[config.mk]
export PLATFORM = sky130hd
export DESIGN_NAME = axi4l_periph_slave
export DESIGN_NICKNAME = d
export VERILOG_FILES = /design/src/rtl/axi4l_periph_pkg.sv /design/src/rtl/seg7_scanner.sv /design/src/rtl/axi4l_periph_slave.sv
export SDC_FILE = /design/constraint.sdc
export NUM_CORES = 1
export LEC_CHECK = 0
export ABC_AREA = 1
export CORE_ASPECT_RATIO = 1.1
export CORE_MARGIN = 3
export CORE_UTILIZATION = 57
export CTS_BUF_LIST = sky130_fd_sc_hd__clkbuf_2
export DETAILED_ROUTE_END_ITERATION = 6
export GPL_TIMING_DRIVEN = 0
export PLACE_DENSITY = 0.95
export SLEW_MARGIN = 20
export SYNTH_ARGS = -nofsm -noshare
export SYNTH_HDL_FRONTEND = slang
export SYNTH_HIERARCHICAL = 1
export SYNTH_SLANG_ARGS = --single-unit
export TNS_END_PERCENT = 100
[constraint.sdc]
create_clock -name ACLK -period 4.1 [get_ports ACLK]
set_input_delay 0.82 -clock ACLK [delete_from_list [all_inputs] [get_ports ACLK]]
set_output_delay 0.82 -clock ACLK [all_outputs]
set_load 0.01 [all_outputs]
[src/rtl/axi4l_periph_pkg.sv]
// Shared definitions for the AXI4-Lite peripheral slave: register offsets, response codes, helpers.
// Latency: n/a (constants and pure functions only).
// Backpressure: n/a.
package axi4l_periph_pkg;

  // Byte offsets of the register map; decode compares bits [7:2] only.
  localparam logic [7:0] OFF_LED     = 8'h00;
  localparam logic [7:0] OFF_SEG     = 8'h04;
  localparam logic [7:0] OFF_IRQ_EN  = 8'h08;
  localparam logic [7:0] OFF_IRQ_ST  = 8'h0C;
  localparam logic [7:0] OFF_SCRATCH = 8'h10;
  localparam logic [7:0] OFF_ID      = 8'h14;

  localparam logic [1:0] RESP_OKAY   = 2'b00;
  localparam logic [1:0] RESP_SLVERR = 2'b10;

  localparam logic [31:0] ID_VALUE_DEFAULT = 32'h41584C31;

  // Hex digit to active-low segments, bit order {g,f,e,d,c,b,a}.
  function automatic logic [6:0] hex_to_seg7(input logic [3:0] nib);
    logic [6:0] seg;
    seg = 7'b1111111;
    case (nib)
      4'h0: seg = 7'b1000000;
      4'h1: seg = 7'b1111001;
      4'h2: seg = 7'b0100100;
      4'h3: seg = 7'b0110000;
      4'h4: seg = 7'b0011001;
      4'h5: seg = 7'b0010010;
      4'h6: seg = 7'b0000010;
      4'h7: seg = 7'b1111000;
      4'h8: seg = 7'b0000000;
      4'h9: seg = 7'b0010000;
      4'hA: seg = 7'b0001000;
      4'hB: seg = 7'b0000011;
      4'hC: seg = 7'b1000110;
      4'hD: seg = 7'b0100001;
      4'hE: seg = 7'b0000110;
      4'hF: seg = 7'b0001110;
      default: seg = 7'b1111111;
    endcase
    return seg;
  endfunction

  // Replace only the byte lanes whose strobe bit is set.
  function automatic logic [31:0] merge_bytes(input logic [31:0] old_w,
                                              input logic [31:0] new_w,
                                              input logic [3:0]  strb);
    logic [31:0] res;
    res = old_w;
    for (int i = 0; i < 4; i++) begin
      if (strb[i]) res[8*i +: 8] = new_w[8*i +: 8];
    end
    return res;
  endfunction

endpackage

[src/rtl/seg7_scanner.sv]
// Four-digit multiplexed seven-segment scanner; each digit is shown for REFRESH_DIV cycles.
// Latency: outputs registered, one cycle from seg_data to SEG_CATHODE.
// Backpressure: none, free-running.
module seg7_scanner
  import axi4l_periph_pkg::*;
#(
  parameter int REFRESH_DIV = 50000
) (
  input  logic        ACLK,
  input  logic        ARESET,
  input  logic [15:0] seg_data,
  output logic [6:0]  SEG_CATHODE,
  output logic [3:0]  SEG_ANODE
);

  localparam int CW = (REFRESH_DIV > 1) ? $clog2(REFRESH_DIV) : 1;

  logic [CW-1:0] cnt;
  logic [1:0]    idx;
  logic [1:0]    idx_nxt;
  logic          wrap;
  logic [3:0]    nib;

  assign wrap    = (cnt == CW'(REFRESH_DIV - 1));
  assign idx_nxt = wrap ? idx + 2'd1 : idx;

  // Pick the nibble of the digit that will be shown after this edge.
  always_comb begin
    nib = seg_data[3:0];
    case (idx_nxt)
      2'd0: nib = seg_data[3:0];
      2'd1: nib = seg_data[7:4];
      2'd2: nib = seg_data[11:8];
      2'd3: nib = seg_data[15:12];
      default: nib = seg_data[3:0];
    endcase
  end

  // Refresh counter, digit index and registered anode/cathode updated together.
  always_ff @(posedge ACLK) begin
    if (ARESET) begin
      cnt         <= '0;
      idx         <= 2'd0;
      SEG_ANODE   <= 4'b1110;
      SEG_CATHODE <= 7'b1000000;
    end else begin
      cnt         <= wrap ? '0 : cnt + 1'b1;
      idx         <= idx_nxt;
      SEG_ANODE   <= ~(4'b0001 << idx_nxt);
      SEG_CATHODE <= hex_to_seg7(nib);
    end
  end

endmodule

[src/rtl/axi4l_periph_slave.sv]
// AXI4-Lite register slave driving LEDs, a 7-seg display and a maskable external interrupt.
// Latency: B one cycle after both AW and W are held; R one cycle after AR handshake.
// Backpressure: single outstanding per direction; AW/W/AR ready drop while a response is pending.
module axi4l_periph_slave
  import axi4l_periph_pkg::*;
#(
  parameter int          ADDR_WIDTH  = 32,
  parameter int          DATA_WIDTH  = 32,
  parameter int          REFRESH_DIV = 50000,
  parameter logic [31:0] ID_VALUE    = ID_VALUE_DEFAULT
) (
  input  logic                  ACLK,
  input  logic                  ARESET,
  input  logic [ADDR_WIDTH-1:0] AWADDR,
  input  logic [2:0]            AWPROT,
  input  logic                  AWVALID,
  output logic                  AWREADY,
  input  logic [DATA_WIDTH-1:0] WDATA,
  input  logic [3:0]            WSTRB,
  input  logic                  WVALID,
  output logic                  WREADY,
  output logic [1:0]            BRESP,
  output logic                  BVALID,
  input  logic                  BREADY,
  input  logic [ADDR_WIDTH-1:0] ARADDR,
  input  logic [2:0]            ARPROT,
  input  logic                  ARVALID,
  output logic                  ARREADY,
  output logic [DATA_WIDTH-1:0] RDATA,
  output logic [1:0]            RRESP,
  output logic                  RVALID,
  input  logic                  RREADY,
  input  logic                  EXT_IRQ_IN,
  output logic [3:0]            LED,
  output logic [6:0]            SEG_CATHODE,
  output logic [3:0]            SEG_ANODE,
  output logic                  IRQ_OUT
);

  logic        aw_held, w_held;
  logic [5:0]  aw_idx_q;
  logic [31:0] w_data_q;
  logic [3:0]  w_strb_q;
  logic        aw_fire, w_fire, ar_fire;
  logic [5:0]  wr_idx, rd_idx;
  logic [31:0] wr_data, wr_cur, wr_merged, rd_word;
  logic [3:0]  wr_strb;
  logic        wr_commit, wr_ok, rd_ok;
  logic [3:0]  led_q;
  logic [15:0] seg_q;
  logic        irq_en_q, irq_st_q;
  logic [31:0] scratch_q;
  logic        ext_s1, ext_s2, ext_s3, irq_rise;
  logic        unused_ok;

  // Protection bits and undecoded address bits have no meaning here.
  assign unused_ok = ^{AWPROT, ARPROT, AWADDR[ADDR_WIDTH-1:8], AWADDR[1:0],
                       ARADDR[ADDR_WIDTH-1:8], ARADDR[1:0]};

  assign AWREADY = !ARESET && !aw_held && !BVALID;
  assign WREADY  = !ARESET && !w_held && !BVALID;
  assign ARREADY = !ARESET && !RVALID;
  assign aw_fire = AWVALID && AWREADY;
  assign w_fire  = WVALID && WREADY;
  assign ar_fire = ARVALID && ARREADY;

  // A channel handshaking this cycle is used directly so AW+W together commit next edge.
  assign wr_idx    = aw_held ? aw_idx_q : AWADDR[7:2];
  assign wr_data   = w_held ? w_data_q : WDATA[31:0];
  assign wr_strb   = w_held ? w_strb_q : WSTRB;
  assign wr_commit = (aw_held || aw_fire) && (w_held || w_fire) && !BVALID;
  assign wr_ok     = (wr_idx < OFF_ID[7:2]);
  assign rd_idx    = ARADDR[7:2];
  assign rd_ok     = (rd_idx <= OFF_ID[7:2]);

  // Current value of the write target, so strobes can merge into it.
  always_comb begin
    wr_cur = 32'h0;
    case (wr_idx)
      OFF_LED[7:2]:     wr_cur = {28'h0, led_q};
      OFF_SEG[7:2]:     wr_cur = {16'h0, seg_q};
      OFF_IRQ_EN[7:2]:  wr_cur = {31'h0, irq_en_q};
      OFF_SCRATCH[7:2]: wr_cur = scratch_q;
      default:          wr_cur = 32'h0;
    endcase
  end

  assign wr_merged = merge_bytes(wr_cur, wr_data, wr_strb);

  // Read mux over the pre-edge register values, so a same-cycle write is not visible.
  always_comb begin
    rd_word = 32'h0;
    case (rd_idx)
      OFF_LED[7:2]:     rd_word = {28'h0, led_q};
      OFF_SEG[7:2]:     rd_word = {16'h0, seg_q};
      OFF_IRQ_EN[7:2]:  rd_word = {31'h0, irq_en_q};
      OFF_IRQ_ST[7:2]:  rd_word = {31'h0, irq_st_q};
      OFF_SCRATCH[7:2]: rd_word = scratch_q;
      OFF_ID[7:2]:      rd_word = ID_VALUE;
      default:          rd_word = 32'h0;
    endcase
  end

  // AW/W capture, commit into B, and release of the held flags on the B handshake.
  always_ff @(posedge ACLK) begin
    if (ARESET) begin
      aw_held  <= 1'b0;
      w_held   <= 1'b0;
      aw_idx_q <= 6'h0;
      w_data_q <= 32'h0;
      w_strb_q <= 4'h0;
      BVALID   <= 1'b0;
      BRESP    <= RESP_OKAY;
    end else begin
      if (BVALID && BREADY) begin
        BVALID  <= 1'b0;
        aw_held <= 1'b0;
        w_held  <= 1'b0;
      end else begin
        if (aw_fire) begin
          aw_held  <= 1'b1;
          aw_idx_q <= AWADDR[7:2];
        end
        if (w_fire) begin
          w_held   <= 1'b1;
          w_data_q <= WDATA[31:0];
          w_strb_q <= WSTRB;
        end
      end
      if (wr_commit) begin
        BVALID <= 1'b1;
        BRESP  <= wr_ok ? RESP_OKAY : RESP_SLVERR;
      end
    end
  end

  // Writable registers; rejected writes leave everything untouched.
  always_ff @(posedge ACLK) begin
    if (ARESET) begin
      led_q     <= 4'h0;
      seg_q     <= 16'h0;
      irq_en_q  <= 1'b0;
      scratch_q <= 32'h0;
    end else if (wr_commit && wr_ok) begin
      case (wr_idx)
        OFF_LED[7:2]:     led_q     <= wr_merged[3:0];
        OFF_SEG[7:2]:     seg_q     <= wr_merged[15:0];
        OFF_IRQ_EN[7:2]:  irq_en_q  <= wr_merged[0];
        OFF_SCRATCH[7:2]: scratch_q <= wr_merged;
        default:          ;
      endcase
    end
  end

  // Read response: launched on AR handshake, held stable until RREADY.
  always_ff @(posedge ACLK) begin
    if (ARESET) begin
      RVALID <= 1'b0;
      RDATA  <= '0;
      RRESP  <= RESP_OKAY;
    end else if (ar_fire) begin
      RVALID <= 1'b1;
      RDATA  <= rd_ok ? DATA_WIDTH'(rd_word) : '0;
      RRESP  <= rd_ok ? RESP_OKAY : RESP_SLVERR;
    end else if (RVALID && RREADY) begin
      RVALID <= 1'b0;
    end
  end

  // Two-flop synchroniser plus a delayed copy for rising-edge detection.
  always_ff @(posedge ACLK) begin
    if (ARESET) begin
      ext_s1 <= 1'b0;
      ext_s2 <= 1'b0;
      ext_s3 <= 1'b0;
    end else begin
      ext_s1 <= EXT_IRQ_IN;
      ext_s2 <= ext_s1;
      ext_s3 <= ext_s2;
    end
  end

  assign irq_rise = ext_s2 && !ext_s3;

  // Sticky status: edge sets it, W1C clears it, a coincident set takes priority.
  always_ff @(posedge ACLK) begin
    if (ARESET) begin
      irq_st_q <= 1'b0;
    end else if (irq_rise) begin
      irq_st_q <= 1'b1;
    end else if (wr_commit && wr_ok && (wr_idx == OFF_IRQ_ST[7:2]) && wr_strb[0] && wr_data[0]) begin
      irq_st_q <= 1'b0;
    end
  end

  assign LED     = led_q;
  assign IRQ_OUT = irq_en_q && irq_st_q;

  seg7_scanner #(
    .REFRESH_DIV(REFRESH_DIV)
  ) u_scan (
    .ACLK       (ACLK),
    .ARESET     (ARESET),
    .seg_data   (seg_q),
    .SEG_CATHODE(SEG_CATHODE),
    .SEG_ANODE  (SEG_ANODE)
  );

endmodule

==> impl_metrics.env <==
export IMPL_htree_levels=4
export IMPL_reg2reg_depth=16
export IMPL_clk_pin_slew_ps=280
export IMPL_synthCells=1116
export IMPL_critPathKind="register to output port"
export IMPL_hold_viol=0
export IMPL_hpwl_um=16600
export IMPL_arrival_ps=2960
export IMPL_grt_overflow_total=0
export IMPL_status="complete, no violations"
export IMPL_clock_latency_ps=820
export IMPL_hold_depth=3
export IMPL_io_buffers=108
export IMPL_firstDrtPassIters=7
export IMPL_leakagePower_uw=0.00379
export IMPL_yosys_warnings=6
export IMPL_finClkSkew_ps=41.6
export IMPL_cts_sinks=166
export IMPL_fin_crit_ps=3780
export IMPL_grt_pass1_vias=7805
export IMPL_final_cell_mix="nand2_1, dfxtp_1, a21oi_1, nand3_1, inv_1"
export IMPL_grt_max_degree=20
export IMPL_numCtsBuffers=17
export IMPL_drc=0
export IMPL_cts_tree="built"
export IMPL_path_max_fanout=10
export IMPL_worstPathRequired_ps=3280
export IMPL_synth_top_cells_by_area="dfxtp_1, nand2_1, a21oi_1, nand3_1, inv_1"
export IMPL_antenna_left=0
export IMPL_synth_top_cell_by_area="dfxtp_1"
export IMPL_worstPathCellList="buf_2 > nor3_2 > buf_2 > clkdlybuf4s50_1"
export IMPL_drive_gt1_frac=0.112
export IMPL_powerDensity_nw_per_um2=305
export IMPL_crit_top_cell="buf_2"
export IMPL_yosysSeqAreaShare=0.409
export IMPL_rsz0062_at_grt="false"
export IMPL_grt_pass1_wl_um=36700
export IMPL_routedWlPerCell_um=15.4
export IMPL_hold_path_class="input port to register"
export IMPL_start_util=0.584
export IMPL_insertedDiodeCount=0
export IMPL_placed_cells=1413
export IMPL_cp_start_kind="register"
export IMPL_synthToLayoutAreaGrowth_pct=19.4
export IMPL_layout_commonest_cell="nand2_1"
export IMPL_cts_max_path_buffers=2
export IMPL_routabilityCongestion=0.928
export IMPL_antenna_found_initial=0
export IMPL_clockRootBuffer="clkbuf_2"
export IMPL_synth_area_um2=8130
export IMPL_slew_headroom=0.548
export IMPL_die_width_um=120
export IMPL_irDropWorstVdd_v=0.000243
export IMPL_synthFlopType="dfxtp_1"
export IMPL_nets=1365
export IMPL_ys_ff_latch=166
export IMPL_period_share=0.923
export IMPL_stdcell_count=1445
export IMPL_critPathSlowestCell="nor3_2"
export IMPL_synthDistinctLibCells=46
export IMPL_pin_count=171
export IMPL_drv_cap=0
export IMPL_dieArea_um2=15700
export IMPL_max_stage_delay_ps=600
export IMPL_synth_edff_count=0
export IMPL_async_flop_share=0
export IMPL_core_um2=13900
export IMPL_grt_usage=0.284
export IMPL_worst_pin_slew_ps=675
export IMPL_slew_viol_final=0
export IMPL_cts_resized=0
export IMPL_row_count=45
export IMPL_timing_setup_tns_ps=0
export IMPL_max_freq_ghz=0.264
export IMPL_wirelength_um=22200
export IMPL_setup_viol=0
export IMPL_yosysTopAreaCellShare=0.409
export IMPL_crit_path_end_kind="output port"
export IMPL_viasPerCell=5.64
export IMPL_post_cts_buffers=0
export IMPL_syn_area_per_cell_um2=7.28
export IMPL_dieHeight_um=131
export IMPL_cts_hold_buf=0
export IMPL_drt_iter0_drc=833
export IMPL_vias=8147
[cell type report]
class,count,area (um2)
Buffer,59,320
Clock buffer,17,85.1
Clock inverter,15,174
Fill cell,1097,4200
Inverter,128,500
Multi-Input combinational cell,764,3990
Sequential cell,166,3320
Tap cell,188,235
Timing Repair Buffer,108,1080
[where the power goes]
group	switching, uW	internal, uW
logic	229	142
clock network	699	216
registers	20.3	1650
[cells in the mapped netlist (2+ instances only)]
cell and number:
mux2i_1 16, nor2_2 9, nand2_1 253, nand3_1 117, o21ai_0 40, buf_4 2
nand3_2 3, a21oi_2 6, buf_2 13, o211ai_1 14, nor3_2 3, clkbuf_1 32
a21oi_1 142, o21ai_1 8, clkinv_4 2, o22ai_1 9, inv_1 116, o221ai_1 6
o21a_1 3, buf_6 10, inv_2 7, nand2_4 2, or2_2 13, dfxtp_1 166
nor3_1 5, xor2_1 4, a211oi_1 3, nor2_4 4, nand2_2 16, buf_1 2
or2_1 2, o22ai_2 10, nor2_8 4, nor2_1 55, a22oi_1 2, ha_1 7
[critical path, delay by kind of cell (launching register included)]
family	cells	cell delay [ps]
buffers and inverters	3	1130
flip-flops	1	430
AND/OR/NAND/NOR	1	600
[registers in the layout, summed over array words and instances (netlist names), 4 cells and up]
register	cells
u_scan/cnt	16
w_strb_q	4
RDATA	32
aw_idx_q	6
scratch_q	32
LED	4
u_scan/SEG_ANODE	4
u_scan/SEG_CATHODE	7
seg_q	16
w_data_q	32
[final timing paths]
path | startpoint | endpoint | slack (ps)
max | w_held | WREADY | 320
min | WVALID | w_data_q[31] | 360
max reg2reg | u_scan/cnt[0] | u_scan/SEG_CATHODE[3] | 1550
min reg2reg | ext_s1 | ext_s2 | 420
[metal layers]
layer,vias to the layer above,global-route usage,part of all wire,wire [um]
met5,-,0,0,0
met3,84,0.0702,0.094,2090
li1,3917,-,-,-
met4,0,0.125,0.036,795
met1,3682,0.333,0.38,8380
met2,464,0.487,0.49,11000
[kinds of logic after synthesis]
logic type / count (synthesis) / synth area share
AO/OA/AOI/OAI: 245 / 0.176
adder cells (fa/ha/maj): 7 / 0.0108
AND/OR/NAND/NOR: 490 / 0.279
buffers and inverters: 187 / 0.101
multiplexers: 16 / 0.0197
flip-flops: 166 / 0.409
other: 1 / 0.000461
XOR/XNOR: 4 / 0.00431
[stage by stage]
step | hold slack, ps | instance area [um2] | total power (uW) | setup WS, ps | utilization
5_1_grt | 314 | 9710 | 3070 | 218 | 0.698
4_1_cts | 307 | 9710 | 2960 | 337 | 0.698
2_1_floorplan | 388 | 8130 | 1920 | 1770 | -
6_report | 361 | 9710 | 2960 | 317 | 0.698
3_5_place_dp | 394 | 9450 | 2060 | 935 | 0.679
3_3_place_gp | 391 | 9450 | 2050 | 934 | 0.679
Note: power is estimated with default switching activity, not from simulation.
